[src/rtl/button_press_counter.sv]
`timescale 1ns/1ps
// button_press_counter
//   Counts debounced presses of an active-low mechanical push button and
//   shows the running count on the board LEDs.
//   Chain: 2-flop synchronizer -> debounce FSM -> wrapping press counter.
//
// Ports
//   clk          12 MHz board oscillator, the only clock
//   rst_btn      asynchronous active-low reset (reset button)
//   cnt_btn      raw asynchronous push button, active-low (0 = pressed)
//   led          current press count, registered, wraps to 0
//   press_pulse  one-cycle strobe, high on the first cycle led shows a new count
//
// Optional feature macro: AUTO_REPEAT_EN
//   When defined, holding the button auto-repeats the count after
//   REPEAT_DELAY_CYCLES, then every REPEAT_RATE_CYCLES. When undefined, a
//   held button counts exactly once.
//
// Debounce FSM
//   state        | meaning
//   IDLE         | button released and stable
//   PRESS_WAIT   | low seen, waiting for DEBOUNCE_CYCLES stable low samples
//   PRESSED      | press accepted and counted, button held
//   RELEASE_WAIT | high seen, waiting for DEBOUNCE_CYCLES stable high samples
module button_press_counter #(
  parameter int unsigned DEBOUNCE_CYCLES     = 120000,
  parameter int unsigned CNT_WIDTH           = 4,
  parameter int unsigned REPEAT_DELAY_CYCLES = 6000000,
  parameter int unsigned REPEAT_RATE_CYCLES  = 1200000
) (
  input  logic                 clk,
  input  logic                 rst_btn,
  input  logic                 cnt_btn,
  output logic [CNT_WIDTH-1:0] led,
  output logic                 press_pulse
);

  if (DEBOUNCE_CYCLES < 2 || DEBOUNCE_CYCLES > 32'h000F_FFFF) begin : g_bad_debounce
    $error("DEBOUNCE_CYCLES must be in 2..2^20-1");
  end
  if (REPEAT_DELAY_CYCLES < 2 || REPEAT_DELAY_CYCLES > 32'h007F_FFFF ||
      REPEAT_RATE_CYCLES < 2 || REPEAT_RATE_CYCLES > 32'h007F_FFFF) begin : g_bad_repeat
    $error("REPEAT_*_CYCLES must be in 2..2^23-1");
  end

  // The edge that moves into a WAIT state has already consumed the first
  // stable sample, so the wait completes when the timer reaches D-2. This
  // makes the first-low-sample to led-update latency exactly D edges.
  localparam logic [19:0] DB_LAST   = 20'(DEBOUNCE_CYCLES - 2);
  localparam logic [19:0] TIMER_MAX = '1;

  typedef enum logic [1:0] {
    IDLE         = 2'd0,
    PRESS_WAIT   = 2'd1,
    PRESSED      = 2'd2,
    RELEASE_WAIT = 2'd3
  } state_e;

  state_e                 state_q, state_d;
  logic [19:0]            timer_q, timer_d;
  logic [CNT_WIDTH-1:0]   led_q, led_d;
  logic                   pulse_q, pulse_d;
  logic                   sync1_q, btn_s_q;
  logic                   count_en;

`ifdef AUTO_REPEAT_EN
  localparam logic [22:0] RPT_DELAY_LAST = 23'(REPEAT_DELAY_CYCLES - 1);
  localparam logic [22:0] RPT_RATE_LAST  = 23'(REPEAT_RATE_CYCLES - 1);

  logic [22:0] rpt_q, rpt_d;
  logic        rpt_fast_q, rpt_fast_d;   // first repeat already issued
`endif

  // Synchronizer resets to "released" so a held button is seen as a fresh press.
  always_ff @(posedge clk or negedge rst_btn) begin
    if (!rst_btn) begin
      sync1_q <= 1'b1;
      btn_s_q <= 1'b1;
    end else begin
      sync1_q <= cnt_btn;
      btn_s_q <= sync1_q;
    end
  end

  always_ff @(posedge clk or negedge rst_btn) begin
    if (!rst_btn) begin
      state_q <= IDLE;
      timer_q <= '0;
      led_q   <= '0;
      pulse_q <= 1'b0;
    end else begin
      state_q <= state_d;
      timer_q <= timer_d;
      led_q   <= led_d;
      pulse_q <= pulse_d;
    end
  end

`ifdef AUTO_REPEAT_EN
  always_ff @(posedge clk or negedge rst_btn) begin
    if (!rst_btn) begin
      rpt_q      <= '0;
      rpt_fast_q <= 1'b0;
    end else begin
      rpt_q      <= rpt_d;
      rpt_fast_q <= rpt_fast_d;
    end
  end
`endif

  always_comb begin
    state_d  = state_q;
    timer_d  = (timer_q == TIMER_MAX) ? timer_q : timer_q + 20'd1;
    count_en = 1'b0;
`ifdef AUTO_REPEAT_EN
    rpt_d      = rpt_q;
    rpt_fast_d = rpt_fast_q;
`endif

    unique case (state_q)
      IDLE: begin
        timer_d = '0;
        if (!btn_s_q) state_d = PRESS_WAIT;
      end
      PRESS_WAIT: begin
        if (btn_s_q) begin
          state_d = IDLE;
          timer_d = '0;
        end else if (timer_q == DB_LAST) begin
          state_d  = PRESSED;
          timer_d  = '0;
          count_en = 1'b1;
        end
      end
      PRESSED: begin
        timer_d = '0;
        if (btn_s_q) begin
          state_d = RELEASE_WAIT;
        end
`ifdef AUTO_REPEAT_EN
        else if (rpt_q == (rpt_fast_q ? RPT_RATE_LAST : RPT_DELAY_LAST)) begin
          count_en   = 1'b1;
          rpt_d      = '0;
          rpt_fast_d = 1'b1;
        end else begin
          rpt_d = rpt_q + 23'd1;
        end
`endif
      end
      RELEASE_WAIT: begin
        if (!btn_s_q) begin
          state_d = PRESSED;
          timer_d = '0;
        end else if (timer_q == DB_LAST) begin
          state_d = IDLE;
          timer_d = '0;
        end
      end
      default: begin
        state_d = IDLE;
        timer_d = '0;
      end
    endcase

`ifdef AUTO_REPEAT_EN
    // Any cycle not spent continuously in PRESSED restarts the initial delay.
    if (state_q != PRESSED || state_d != PRESSED) begin
      rpt_d      = '0;
      rpt_fast_d = 1'b0;
    end
`endif

    led_d   = count_en ? led_q + 1'b1 : led_q;
    pulse_d = count_en;
  end

  assign led         = led_q;
  assign press_pulse = pulse_q;

endmodule

[config.mk]
export PLATFORM = sky130hd
export DESIGN_NAME = button_press_counter
export DESIGN_NICKNAME = d
export VERILOG_FILES = /design/src/rtl/button_press_counter.sv
export SDC_FILE = /design/constraint.sdc
export NUM_CORES = 1
export LEC_CHECK = 0
export CAP_MARGIN = 25
export CORE_AREA = 10 10 71 73
export CTS_CLUSTER_DIAMETER = 80
export DETAILED_ROUTE_END_ITERATION = 10
export DIE_AREA = 0 0 81 83
export GPL_TIMING_DRIVEN = 0
export PLACE_DENSITY = 0.7
export SLEW_MARGIN = 20
export SYNTH_ARGS = -nofsm -noshare
export SYNTH_HDL_FRONTEND = slang
export SYNTH_SLANG_ARGS = --single-unit
[constraint.sdc]
create_clock -name clk -period 1.9 [get_ports clk]
set_clock_uncertainty 0.05 [all_clocks]
set_input_delay 0.38 -clock clk [delete_from_list [all_inputs] [get_ports clk]]
set_output_delay 0.38 -clock clk [all_outputs]
set_load 0.01 [all_outputs]
Word level (Yosys, flattened, before mapping)
Cells that the tools add are included.
{ "word_totals": {"regBits": 29, "input_bits": 3, "output_inout_bits": 5, "elab_cells": 35} }
{ "classes": {"addsub": 2, "eq_ne": 9, "n_mux": 15, "reduce_logical": 3} }
{ "ops": {"columns": ["op", "count"], "rows": [
  ["20-bit two-way mux", 4],
  ["20-bit case mux with 3 select lines", 1],
  ["20-bit by 1-bit adder with 20-bit output, second input constant", 1],
  ["20-bit by 17-bit equality test with 1-bit output, second input constant", 1],
  ["20-bit equality test, second input constant", 1],
  ["2-bit two-way mux", 6],
  ["2-bit case mux with 4 select lines", 1],
  ["3-bit != test, second input constant", 2],
  ["4-bit by 1-bit adder with 4-bit output, second input constant", 1],
  ["2-bit equality test, second input constant", 2],
  ["2-bit != test, second input constant", 2],
  ["4-bit AND reduction", 1],
  ["1-bit two-way mux", 3],
  ["2-bit by 1-bit equality test with 1-bit output, second input constant", 1],
  ["2-bit zero test", 1],
  ["2-bit OR reduction", 1]
]} }

Depth between registers and ports, before layout
{ "logic_depth": {"depth_word": 5, "depth_mapped": 7, "depth_no_buf": 6} }

Worst setup path after synthesis
Ideal clock, no wire load.
{ "synth_path": {"kind": "reg-to-reg", "start": "register timer_q[16]", "end": "register led_q[1], in the netlist led[1]", "setup_time_ps": 125, "arrival_ps": 1785, "t_required_ps": 1725, "setup_slack_ps": -60, "stages_incl_launch_ff": 7, "n_path_buf": 2, "period_less_slack_ps": 1960, "path_cell_list": "dfrtp_1 > clkbuf_2 > inv_1 > or4_4 > buf_6 > nor4_4 > mux2_4"} }
{ "synth_via": {"elab_chain_len": 4} }
{ "synth_lines": {"columns": ["item", "line_no", "source"], "rows": [
  ["from (decl)", "60", "logic [19:0] timer_q, timer_d;"],
  ["from (signal assigned)", "93", "timer_q <= timer_d;"],
  ["20-bit by 17-bit equality test with 1-bit output", "129", "end else if (timer_q == DB_LAST) begin"],
  ["1-bit two-way mux", "129", null],
  ["1-bit two-way mux", "126", "if (btn_s_q) begin"],
  ["1-bit two-way mux", "120", "unique case (state_q)"],
  ["named net count_en", "64", "logic count_en;"],
  ["to (signal assigned)", "94", "led_q <= led_d;"],
  ["to (decl)", "61", "logic [CNT_WIDTH-1:0] led_q, led_d;"]
]} }
The timed path passes the listed nets, and every way through them passes these cells.
A chain may end at the register's enable or synchronous reset.

Final worst setup path
{ "layout_path": {"start": "register timer_q[9]", "end": "register led_q[1], in the netlist led[1]"} }
The elaborated chain is that of the path after synthesis.

==> impl_metrics.yaml <==
clock_network:
  clock_latency_ps: 280
  root_buffer: "clkbuf_8"
  htree_levels: 2
  clkTransAtPathRegs_ps: 60
  cts_tree: "done"
  clkSinkCount: 29
  holdBufCountCts: 0
  cts.path.max_buffers: 2
  cts_buffers: 5
cells_and_area:
  design_area_mm2: 0.002127
  areaGrowthSynthToFinish_pct: 33.02
  multi_input_area_um2: 872.1
  antenna_cells: 0
  regArea_um2: 735.7
  fill_cells: 296
  drive_gt1_share_pct: 31.68
  layout.nets: 207
timing:
  hold_viol_final: 0
  fin_crit_ps: 1864
  fmax_ghz: 0.5366
  worst_pin_slew_ps: 622.3
  post-route-period-util_pct: 98.09
  drv_slew: 0
  setup_viol: 0
  slew_headroom_pct: 58.51
placement:
  port_buffers: 7
  place_area_mm2: 0.001737
  dpl.hpwl_um: 2488
  gp_congestion: 0.8383
die:
  chipHeight_um: 83
  die_width_um: 81
  num_io_pins: 8
  core-area_mm2: 0.003633
  dieArea_mm2: 0.006723
  num_rows: 22
  start_util_pct: 44.01
detailed_routing:
  first_pass_iters: 4
  wl_per_cell_um: 16.76
  vias_per_cell: 6.036
  ant_nets: 0
  wl_um: 4191
  drt_iter0_markers: 268
  drc_errors: 0
  num_vias: 1509
yosys:
  seq_area_frac_synth_pct: 45.54
  syn_inst: 164
  synth-simple-area-share_pct: 29.11
  synth.area.mux_share_pct: 2.817
  ys_ff_latch: 29
  synth_cell_types: 40
  synth_compound_area_share_pct: 14.24
  synth_top_family_by_area: "simple AND/OR/NAND/NOR gates"
  yosys_warnings: 0
  avgSynthCellArea_um2: 9.750
  synthXorXnorAreaFrac_pct: 2.191
  synth_fa_ha_area_share_pct: 2.347
  synthesis.nets: 170
  netlist_area_mm2: 0.001599
power:
  power_mw: 1.421
  worst_ir_drop_vdd_v: 0.0005058
  p_per_area_mw_per_mm2: 668.3
  p_leak_nw: 0.8177
grt:
  grt_pass1_wl_um: 6831
  grt_pass1_vias: 1454
  grt_usage_pct: 12.08
  grt-ovfl-total: 0
  antenna_found_initial: 0
  grt_max_degree: 30
worst_setup_path:
  r2r-start: "timer_q[9]"
  critPathRequiredTime_ps: 2020
  critical_path_class: "reg -> reg"
  startpoint: "timer_q[9]"
  ff2ff_path_depth: 3
  ff2ff_setup_slack_ps: 40
  arrival_ps: 1980
  end_kind: "register"
  setup.worst_path.end: "led[1]"
  timing.rr.end: "led[1]"
  cp_max_fo: 8
  setup.worst_path.start_class: "register"
job:
  drv_cap: 0
worst_hold_path:
  worstHoldPathType: "in -> async"
run_status:
  outcome: "complete, no violations"
## flip-flops by register name, summed over array words and instances, names as in the netlist, named ones only
register     flops
sync1_q          1
press_pulse      1
state_q          1
btn_s_q          1
timer_q         20
led              4
## synth_stat cells, drive strengths merged
master,instances,area [um^2]
xor2,3,26.28
a41oi,2,17.52
mux2i,3,30.03
nor2b,1,6.260
ha,3,37.54
nor3,7,35.03
mux2,1,15.01
o31ai,3,22.52
a31oi,5,31.28
and4,5,43.79
dfstp,2,52.55
buf,3,21.27
or3,6,37.54
nand4,10,62.56
a21oi,10,50.05
nor4b,2,17.52
nand3,10,55.05
or4b,1,10.01
a21boi,1,7.510
o211ai,2,15.01
xnor2,1,8.760
a211oi,6,45.04
nand2b,3,18.77
dfrtp,27,675.7
o21ai,7,38.79
clkbuf,3,12.51
inv,7,26.28
nand2,9,33.78
and3,1,6.260
or4,3,26.27
nor2,8,30.03
and2,2,12.51
nor4bb,3,30.03
nor4,4,40.04
## worst max-delay path, stage by stage, from the launching register on
cell and delay [ps]:
dfrtp_2 480, or4b_4 560, nor4_4 340, mux2_4 320
## placed cells by master (no fill, tap or decap), types with 2 or more instances in the layout
cell type,n
or4_4,2
buf_2,2
nor4bb_1,2
and4_1,3
ha_1,3
o31ai_1,3
a21oi_1,9
nand2_1,9
dfrtp_1,21
buf_6,3
clkbuf_8,5
a41oi_1,2
nor2_1,7
xor2_1,3
dfstp_2,2
mux2i_1,3
nor4b_2,2
buf_4,24
nand3_1,8
dfrtp_2,6
clkdlybuf4s50_1,6
o211ai_1,2
inv_1,7
or3_1,6
nand4_1,10
nor4_1,3
bufinv_16,2
a31oi_1,5
o21ai_0,6
nor3_1,6
nand2b_1,3
a211oi_1,6
nand3_2,2
## final cells by class
| cell class | instances | area share, % |
|---|---|---|
| clock buffers | 5 | 3.235 |
| flip-flops and latches | 29 | 34.59 |
| plain buffers | 3 | 1.588 |
| repair buffers | 33 | 12.47 |
| well taps | 48 | 2.824 |
| multi-input cells | 122 | 41.00 |
| clock inverters | 3 | 3.059 |
| inverters | 7 | 1.235 |
## routing by layer
metal | vias to the layer above | share of wire, % | track usage [%] | routed length, um
li1 | 699 | - | - | -
met1 | 743 | 41 | 15.50 | 1736
met2 | 59 | 49 | 18.44 | 2056
met3 | 8 | 8.3 | 3.664 | 346
met4 | 0 | 1.2 | 4.382 | 52
met5 | - | 0 | 0 | 0
## through the flow
stage               instances  utilization, %  hold WS, ps  setup TNS [ps]  worst slack, ps
floorplan                 164               -        34.41          -26.26           -26.26
global placement          219           47.93        298.7           -3931           -275.0
detailed placement        219           47.80        301.3           -3653           -295.6
CTS                       237           54.06        89.89               0            7.800
global route              250           58.54        111.6          -676.0           -60.14
finish                    250           58.54        63.63               0            36.32
## power by group
group / switching, mW / total [mW] / internal, mW
sequential: 0.00444 / 0.629 / 0.625
combinational: 0.0277 / 0.0398 / 0.0122
clock: 0.232 / 0.753 / 0.520
total: 0.264 / 1.42 / 1.16
## worst min path at each step
| stage | from | end | slack, ps | depth (start not counted) |
|---|---|---|---|---|
| finish | rst_btn | async pin | 60 | 1 |
| global route | rst_btn | led[2] | 110 | 1 |
| CTS | rst_btn | async pin | 90 | 1 |
| detailed placement | sync1_q | btn_s_q | 300 | 0 |
| global placement | sync1_q | btn_s_q | 300 | 0 |
| floorplan | rst_btn | async pin | 30 | 0 |
## timing repair
action	CTS	global route
endpoints found under the setup margin	19	24
gates resized for setup	6	22
pin swaps	3	9
gates cloned	0	1
setup buffers	12	13
## logic make-up after synthesis
family,Yosys count
buf+inv,13
xor+xnor,4
flops,29
fa+ha+maj,3
mux,4
compound gates,36
simple gates,75
(Power assumes the default switching activity.)
